==> src/rtl/balik_dagitici.sv <==
// balik_dagitici: round-robin distributor of a shared fish pool among four
// penguins. Each cycle in the distributing state, at most one hungry,
// requesting penguin is granted one portion. A penguin whose stomach would
// reach the threshold is marked full instead of being fed. Stomachs digest
// periodically, and the block finishes once all four penguins are full.
//
// Ports:
//   saat        clock; all state changes on the rising edge
//   reset       synchronous, active-high reset
//   istek[3:0]  per-penguin feed request
//   porsiyon    portion size for this cycle's grant (0..7)
//   stok_yukle  add stok_deger to the pool this cycle
//   stok_deger  amount loaded when stok_yukle is high
//   izin        registered one-hot grant, 0 when no grant
//   tok         registered per-penguin full flags, sticky until reset
//   stok        registered remaining pool (saturates at 255)
//   bitti       registered, high once every penguin is full
//   bitme_sure  number of cycles spent distributing, saturating at 255
module balik_dagitici #(
  parameter int ESIK             = 25,
  parameter int SINDIRIM_PERIYOT = 3,
  parameter int SINDIRIM_MIKTAR  = 3
) (
  input  logic       saat,
  input  logic       reset,
  input  logic [3:0] istek,
  input  logic [2:0] porsiyon,
  input  logic       stok_yukle,
  input  logic [7:0] stok_deger,
  output logic [3:0] izin,
  output logic [3:0] tok,
  output logic [7:0] stok,
  output logic       bitti,
  output logic [7:0] bitme_sure
);

  localparam int FAZ_W = (SINDIRIM_PERIYOT > 1) ? $clog2(SINDIRIM_PERIYOT) : 1;
  localparam logic [FAZ_W-1:0] FAZ_SON = FAZ_W'(SINDIRIM_PERIYOT - 1);
  localparam logic [5:0] ESIK_6 = 6'(ESIK);
  localparam logic [4:0] MIKTAR_5 = 5'(SINDIRIM_MIKTAR);

  typedef enum logic [1:0] {BOS, DAGIT, SON} durum_t;

  durum_t           durum, durum_next;
  logic [3:0][4:0]  mide, mide_next;
  logic [1:0]       son_izin, son_izin_next;
  logic [FAZ_W-1:0] faz, faz_next;
  logic [3:0]       izin_next, tok_next;
  logic [7:0]       stok_next, bitme_sure_next;
  logic             bitti_next;

  logic [3:0] uygun;
  logic       bulundu;
  logic [1:0] aday, kazanan;
  logic [5:0] mide_toplam;
  logic [2:0] tuketilen;

  // Pool update: the consumed portion never exceeds the pool, so only the
  // upper bound needs saturation.
  function automatic logic [7:0] havuz_guncelle(input logic [7:0] s,
                                                input logic [2:0] t,
                                                input logic [7:0] e);
    logic [9:0] toplam;
    toplam = {2'b00, s} - {7'b0, t} + {2'b00, e};
    return (toplam > 10'd255) ? 8'hFF : toplam[7:0];
  endfunction

  // Digestion floors the stomach at zero.
  function automatic logic [4:0] sindir(input logic [4:0] m);
    return (m >= MIKTAR_5) ? (m - MIKTAR_5) : 5'd0;
  endfunction

  function automatic logic [7:0] sure_artir(input logic [7:0] s);
    return (s == 8'hFF) ? s : (s + 8'd1);
  endfunction

  // Stage boundary: combinational decision from current state and inputs
  always_comb begin
    durum_next      = durum;
    mide_next       = mide;
    son_izin_next   = son_izin;
    faz_next        = faz;
    izin_next       = 4'b0000;
    tok_next        = tok;
    stok_next       = stok;
    bitme_sure_next = bitme_sure;
    uygun           = istek & ~tok;
    bulundu         = 1'b0;
    aday            = 2'd0;
    kazanan         = son_izin;
    mide_toplam     = 6'd0;
    tuketilen       = 3'd0;

    // Round-robin search starting just after the last winner; k==4 wraps
    // back to the last winner itself, which is searched last.
    for (int k = 1; k <= 4; k++) begin
      aday = son_izin + 2'(k);
      if (!bulundu && uygun[aday]) begin
        bulundu = 1'b1;
        kazanan = aday;
      end
    end

    if (durum != SON) begin
      if (durum == DAGIT) begin
        if (bulundu && (porsiyon != 3'd0) && (stok >= {5'b0, porsiyon})) begin
          izin_next[kazanan] = 1'b1;
          son_izin_next      = kazanan;
          // Threshold uses the sum before any digestion this cycle.
          mide_toplam = {1'b0, mide[kazanan]} + {3'b000, porsiyon};
          if (mide_toplam >= ESIK_6) begin
            tok_next[kazanan] = 1'b1;
          end else begin
            mide_next[kazanan] = mide_toplam[4:0];
            tuketilen          = porsiyon;
          end
        end
        bitme_sure_next = sure_artir(bitme_sure);
        if (faz == FAZ_SON) begin
          faz_next = '0;
          for (int i = 0; i < 4; i++) begin
            if (!tok_next[i]) mide_next[i] = sindir(mide_next[i]);
          end
        end else begin
          faz_next = faz + FAZ_W'(1);
        end
      end

      stok_next = havuz_guncelle(stok, tuketilen, stok_yukle ? stok_deger : 8'd0);

      if (tok_next == 4'b1111) durum_next = SON;
      else if (stok_next != 8'd0) durum_next = DAGIT;
      else durum_next = BOS;
    end

    bitti_next = (tok_next == 4'b1111);
  end

  // Stage boundary: registered state and outputs
  always_ff @(posedge saat) begin
    if (reset) begin
      durum      <= BOS;
      mide       <= '0;
      son_izin   <= 2'd3;
      faz        <= '0;
      izin       <= 4'b0000;
      tok        <= 4'b0000;
      stok       <= 8'd0;
      bitti      <= 1'b0;
      bitme_sure <= 8'd0;
    end else begin
      durum      <= durum_next;
      mide       <= mide_next;
      son_izin   <= son_izin_next;
      faz        <= faz_next;
      izin       <= izin_next;
      tok        <= tok_next;
      stok       <= stok_next;
      bitti      <= bitti_next;
      bitme_sure <= bitme_sure_next;
    end
  end

endmodule

==> config.mk <==
export PLATFORM = sky130hd
export DESIGN_NAME = balik_dagitici
export DESIGN_NICKNAME = d
export VERILOG_FILES = /design/src/rtl/balik_dagitici.sv
export SDC_FILE = /design/constraint.sdc
export NUM_CORES = 1
export LEC_CHECK = 0
export CAP_MARGIN = 10
export CORE_MARGIN = 3
export CORE_UTILIZATION = 45
export CTS_BUF_LIST = sky130_fd_sc_hd__clkbuf_16
export DETAILED_ROUTE_END_ITERATION = 7
export GPL_TIMING_DRIVEN = 0
export PLACE_DENSITY = 0.68
export SETUP_SLACK_MARGIN = 0.3
export SLEW_MARGIN = 20
export SYNTH_ARGS = -nofsm -noshare
export SYNTH_HDL_FRONTEND = slang
export SYNTH_SLANG_ARGS = --single-unit
==> constraint.sdc <==
create_clock -name saat -period 7.55 [get_ports saat]
set_input_delay 1.1325 -clock saat [delete_from_list [all_inputs] [get_ports saat]]
set_output_delay 1.1325 -clock saat [all_outputs]
set_load 0.02 [all_outputs]
# After elaboration in Yosys (flattened, before gate mapping)

Cells that the tools add are included.

Flip-flop bits (word level): 51
Output and inout bits: 25
Word-level logic and storage cells: 117

Add/subtract/negate cells: 12
$lt $le $gt $ge: 13
Equality and inequality tests: 6
Muxes and demuxes: 52
Bitwise operators: 7
Reductions and logical operators: 15

Operator list:

| operator              | count |
|---|---|
| $mux W20              | 5 |
| $mux W5               | 10 |
| $mux W4               | 7 |
| $bwmux W20            | 1 |
| $ge A5 B2 Y1 const B  | 4 |
| $sub A5 B2 Y5 const B | 4 |
| $mux W8               | 2 |
| $lt A2 B3 Y1 const B  | 5 |
| $mux W2               | 6 |
| $mux W3               | 4 |
| $add A9 B9 Y10        | 1 |
| $bmux W5 S2           | 1 |
| $demux W5 S2          | 1 |
| $gt A10 B8 Y1 const B | 1 |
| $mux W1               | 10 |
| $sub A8 B3 Y9         | 1 |
| $add A8 B1 Y8 const B | 1 |
| $bmux W1 S2           | 4 |
| $eq A4 B4 Y1 const B  | 2 |
| $eq A8 B8 Y1 const B  | 1 |
| $ge A8 B3 Y1          | 1 |
| $reduce_bool A8 Y1    | 1 |
| $add A5 B3 Y6         | 1 |
| $ge A6 B5 Y1 const B  | 1 |
| other kinds (17)      | 30 |

# Longest topological paths before layout

Word-level depth: 29
Depth in mapped cells: 31

# Worst setup path before layout

OpenSTA, ideal clock, no wires.

Kind: input port to flip-flop
From: in istek[2]
To: reg durum[0]
Arrival: 6.983 ns
Required time: 7.434 ns
Path slack: 0.452 ns
Stages on the path: 29
Path buffers: 2
Cells stage by stage: nor2b_1 -> a2bb2oi_1 -> o21ai_1 -> clkbuf_1 -> mux4_2 -> ha_1 -> fa_1 -> xor2_1 -> nor3_1 -> nor2_1 -> a22oi_1 -> o31ai_4 -> buf_6 -> nor2_1 -> and2_1 -> ha_1 -> fa_1 -> xnor2_1 -> ha_1 -> nor2b_1 -> o21ai_0 -> a21boi_0 -> o21ai_0 -> a21oi_1 -> o21ai_0 -> nor3b_1 -> a21o_1 -> a31oi_1 -> and3_1

Word-level cells in the longest chain between the ends: 28
Elaborated cells between the ends (all ways): 53

Ends and longest elaborated chain:

| what                          | line | source |
|---|---|---|
| start, declared               | 26   | `input logic [3:0] istek,` |
| $and A4 B4 Y4 *               | 87   | `uygun = istek & ~tok;` |
| $bmux W1 S2                   | 98   | `if (!bulundu && uygun[aday]) begin` |
| $mux W1 (implied by the code) | 98   |  |
| $mux W1                       | 98   |  |
| $logic_not A1 Y1              | 98   |  |
| $logic_and A1 B1 Y1           | 98   |  |
| $mux W1                       | 98   |  |
| $logic_not A1 Y1              | 98   |  |
| (+12 left out)                | -    |  |
| $mux W3                       | 104  | `if (durum != SON) begin` |
| $sub A8 B3 Y9                 | 64   | `toplam = {2'b00, s} - {7'b0, t} + {2'b00, e};` |
| $add A9 B9 Y10                | 64   |  |
| $gt A10 B8 Y1                 | 65   | `return (toplam > 10'd255) ? 8'hFF : toplam[7:0];` |
| $mux W8                       | 65   |  |
| $reduce_bool A8 Y1            | 132  | `else if (stok_next != 8'd0) durum_next = DAGIT;` |
| $mux W1                       | 132  |  |
| $mux W2 *                     | 131  | `if (tok_next == 4'b1111) durum_next = SON;` |
| end signal, assigned          | 152  | `durum <= durum_next;` |
| end, declared                 | 44   | `durum_t durum, durum_next;` |

Mark *: on every way between the ends. The rest lies on a longest branch, timed or not. The select of a mux whose other input is x is not followed.
A chain may end at the register's enable or synchronous reset.

# Worst setup path after layout

From: in istek[2]
To: reg stok[5]

Word-level cells in the longest chain between the ends: 25
Elaborated cells between the ends (all ways): 37

Ends and longest elaborated chain:

| what                          | line | source |
|---|---|---|
| $and A4 B4 Y4 *               | 87   |  |
| $bmux W1 S2                   | 98   |  |
| $mux W1 (implied by the code) | 98   |  |
| $mux W1                       | 98   |  |
| $logic_not A1 Y1              | 98   |  |
| $logic_and A1 B1 Y1           | 98   |  |
| $mux W1                       | 98   |  |
| $logic_not A1 Y1              | 98   |  |
| (+9 left out)                 | -    |  |
| $mux W3                       | 111  | `if (mide_toplam >= ESIK_6) begin` |
| $mux W3 *                     | 106  | `if (bulundu && (porsiyon != 3'd0) && (stok >= {5'b0, porsiyon})) begin` |
| $mux W3 *                     | 105  | `if (durum == DAGIT) begin` |
| $mux W3 *                     | 104  |  |
| $sub A8 B3 Y9 *               | 64   |  |
| $add A9 B9 Y10 *              | 64   |  |
| $gt A10 B8 Y1                 | 65   |  |
| $mux W8 *                     | 65   |  |
| end signal, assigned          | 158  | `stok <= stok_next;` |
| end, declared                 | 32   | `output logic [7:0] stok,` |

Marks and branches as above.

==> out/summary.txt <==
CP Class: input pin to register
final hold vios: 0
clock tree buffer depth: 2
Final nets: 645
H-tree depth: 2
Layout area overhead: 24.7%
Final Power: 1.74 mW
Crit. End Element: register
Overflow after GRT: 0
die area: 10500 µm²
DRC: 0
DR WL/cell: 18.5 µm
layout cell share with drive strength beyond 1: 14.6%
outcome: finished, final reports clean
Synth cell types: 71
Initial Util: 47.1%
asr flop ratio synth: 0%
initial antenna violation count: 0
crit path max-delay cell type: fa_2
Die Y: 102 µm
Routed Antenna Nets: 0
largest net degree at the start of global routing: 20
Compound-Gate Fraction of Synth Area: 24.9%
Hold Crit Class: register to register
global-route wire length before repair: 21.0 mm
Worst Clk Skew: 13.4 ps
Slew headroom: 39.2%
Starting DRT DRC Count: 449
EDFF count, synth: 0
Syn Inst Count: 529
Synth area leader: dfxtp_1
Final Util: 58.7%
data arrival time of the critical path: 7320 ps
DR vias/cell: 6.23
final critical-path setup slack: 439 ps
Final min period: 7110 ps
final WL: 13.1 mm
worst slew pin tran: 908 ps
detailed-router iteration count before antenna repair: 5
CTS Hold Bufs: 0
TritonCTS buffer count: 5
Req. time, crit path: 7760 ps
Mapped Nets: 573
Row Count: 34
syn avg cell area: 7.91 µm²
Power Density: 334 nW/µm²
vias in the first global route: 4180
Post-synth top cells: 57 x nand2_1, 51 x dfxtp_1, 47 x nor2_1
fin. max-slew vios: 0
critical path startpoint category: input pin
Post-synth top flop: dfxtp_1
main combinational cell family by area after synthesis: compound AO/OA/AOI/OAI gates
CTS tree: built
Post-Synth Adder-Cell Area: 8.31%
GRT Total Usage: 25.4%
final RePlAce weighted congestion: 0.926
YS warnings: 0
CTS Root Cell: clkbuf_16
sequential element share of the synthesized area: 24.4%
DR vias: 4425
Fill cells: 814
I/O Buffers: 41
P_leak: 2.10 nW
clk_lat worst skew: 300 ps
fmax: 0.141 GHz
simple-gate share of the synthesized area: 23.3%
clk slew on worst S/H paths: 80 ps
Critical Path Fanout Max: 6
max incr delay on CP: 550 ps
ANT cells: 0
portion of netlist area occupied by mux cells: 8.49%
synthesized cell area: 4190 µm²
unrepaired setup endpoints after global routing: no
Final setup viols: 0
Final Cycle Share: 94.2%
I/O pins: 43
Core ar.: 8890 µm²
Worst VDD drop: 0.139 mV
Synth top area share: 24.4%
main area contributors after synthesis: dfxtp_1 24%, ha_1 6.9%, nand2_1 5.1%, o21ai_0 4.5%, nor2_1 4.2%
Die W: 102 µm
Sink Count: 51
XOR/XNOR share of the synthesized area: 5.65%
post-DP HPWL: 9.48 mm
MaxCap Viol Count: 0
most frequent cell after synthesis: nand2_1
Yosys reg bits: 51
Setup WS pre-CTS: -1230 ps
## layout by cell type (no fill, tap or decap), types with 7 or more instances in the layout
master,netlist,layout
nand2_1,57,57
dfxtp_1,51,51
nor2_1,47,46
clkdlybuf4s50_1,0,39
o21ai_0,38,33
a21oi_1,33,30
inv_1,25,25
buf_4,2,25
ha_1,23,21
nor3_1,18,16
clkbuf_1,14,13
xor2_1,14,13
xnor2_1,13,12
mux2i_1,10,10
and2_1,11,10
nand3_1,9,9
a31oi_1,9,9
mux2_2,9,9
nand2b_1,9,9
nor4_1,8,8
a21o_1,7,7
## path summary, 6_finish.rpt
check	from	to	slack, ps	depth (start not counted)
setup / recovery	istek[2]	stok[5]	440	30
hold / removal	faz[0]	faz[1]	490	2
setup reg to reg	tok[0]	stok[5]	910	30
hold reg to reg	faz[0]	faz[1]	490	2
## what timing repair did
action | in CTS | in global routing
buffers inserted | 17 | 7
gates resized for setup | 24 | 19
endpoints found under the setup margin | 10 | 9
pin swaps | 13 | 20
## stage by stage
| step | hold slack, ps | cells | TNS [ps] | cell area [µm²] |
|---|---|---|---|---|
| 4_1_cts | 490 | 703 | 0 | 5090 |
| 2_1_floorplan | 454 | 529 | 0 | 4190 |
| 3_3_place_gp | 463 | 678 | -8320 | 4730 |
| 5_1_grt | 522 | 710 | 0 | 5220 |
| 6_report | 487 | 710 | 0 | 5220 |
| 3_5_place_dp | 479 | 678 | -9530 | 4730 |
## critical path: cells and delay by family
kind	cells	cell delay (ps)
simple gates	4	570
compound gates	13	2250
mux	2	790
xor+xnor	1	80
fa+ha+maj	5	1570
buf+inv	5	920
## cell families (layout without fill, tap and decap cells)
logic type,after synthesis,in the layout
buffers and inverters,47,120
AOI/OAI and AO/OA,151,151
muxes,29,29
DFF,51,51
xor gates and xnor gates,27,27
and+or+nand+nor,198,198
adders and majority gates,26,26
## registers in the layout, summed over array words and instances (netlist names)
signal,flops
tok,4
mide,20
izin,4
bitti,1
son_izin,2
stok,8
faz,2
bitme_sure,8
durum,2
## per-layer routing
metal	global-route usage (%)	share of wire [%]
met1	35.1	42
met2	41.2	46
met5	0	0
met4	6.96	2.4
met3	3.62	9.2
## power by group
| group | switching (mW) | internal [mW] | leakage (nW) |
|---|---|---|---|
| combinational | 0.613 | 0.499 | 1.60 |
| sequential | 0.0663 | 0.317 | 0.417 |
| clock | 0.120 | 0.129 | 0.0782 |
## cell type report
type                       instances  area [µm²]  area share, %
clock inverter                     3        31.3          0.599
multi-input combinational        431        3090           59.2
tap                              108         135           2.59
inverter                          25        93.8           1.80
clock buffer                       5         125           2.40
sequential                        51        1020           19.6
buffer                            22         125           2.40
timing repair buffer              65         599           11.5
(Power assumes the default switching activity.)
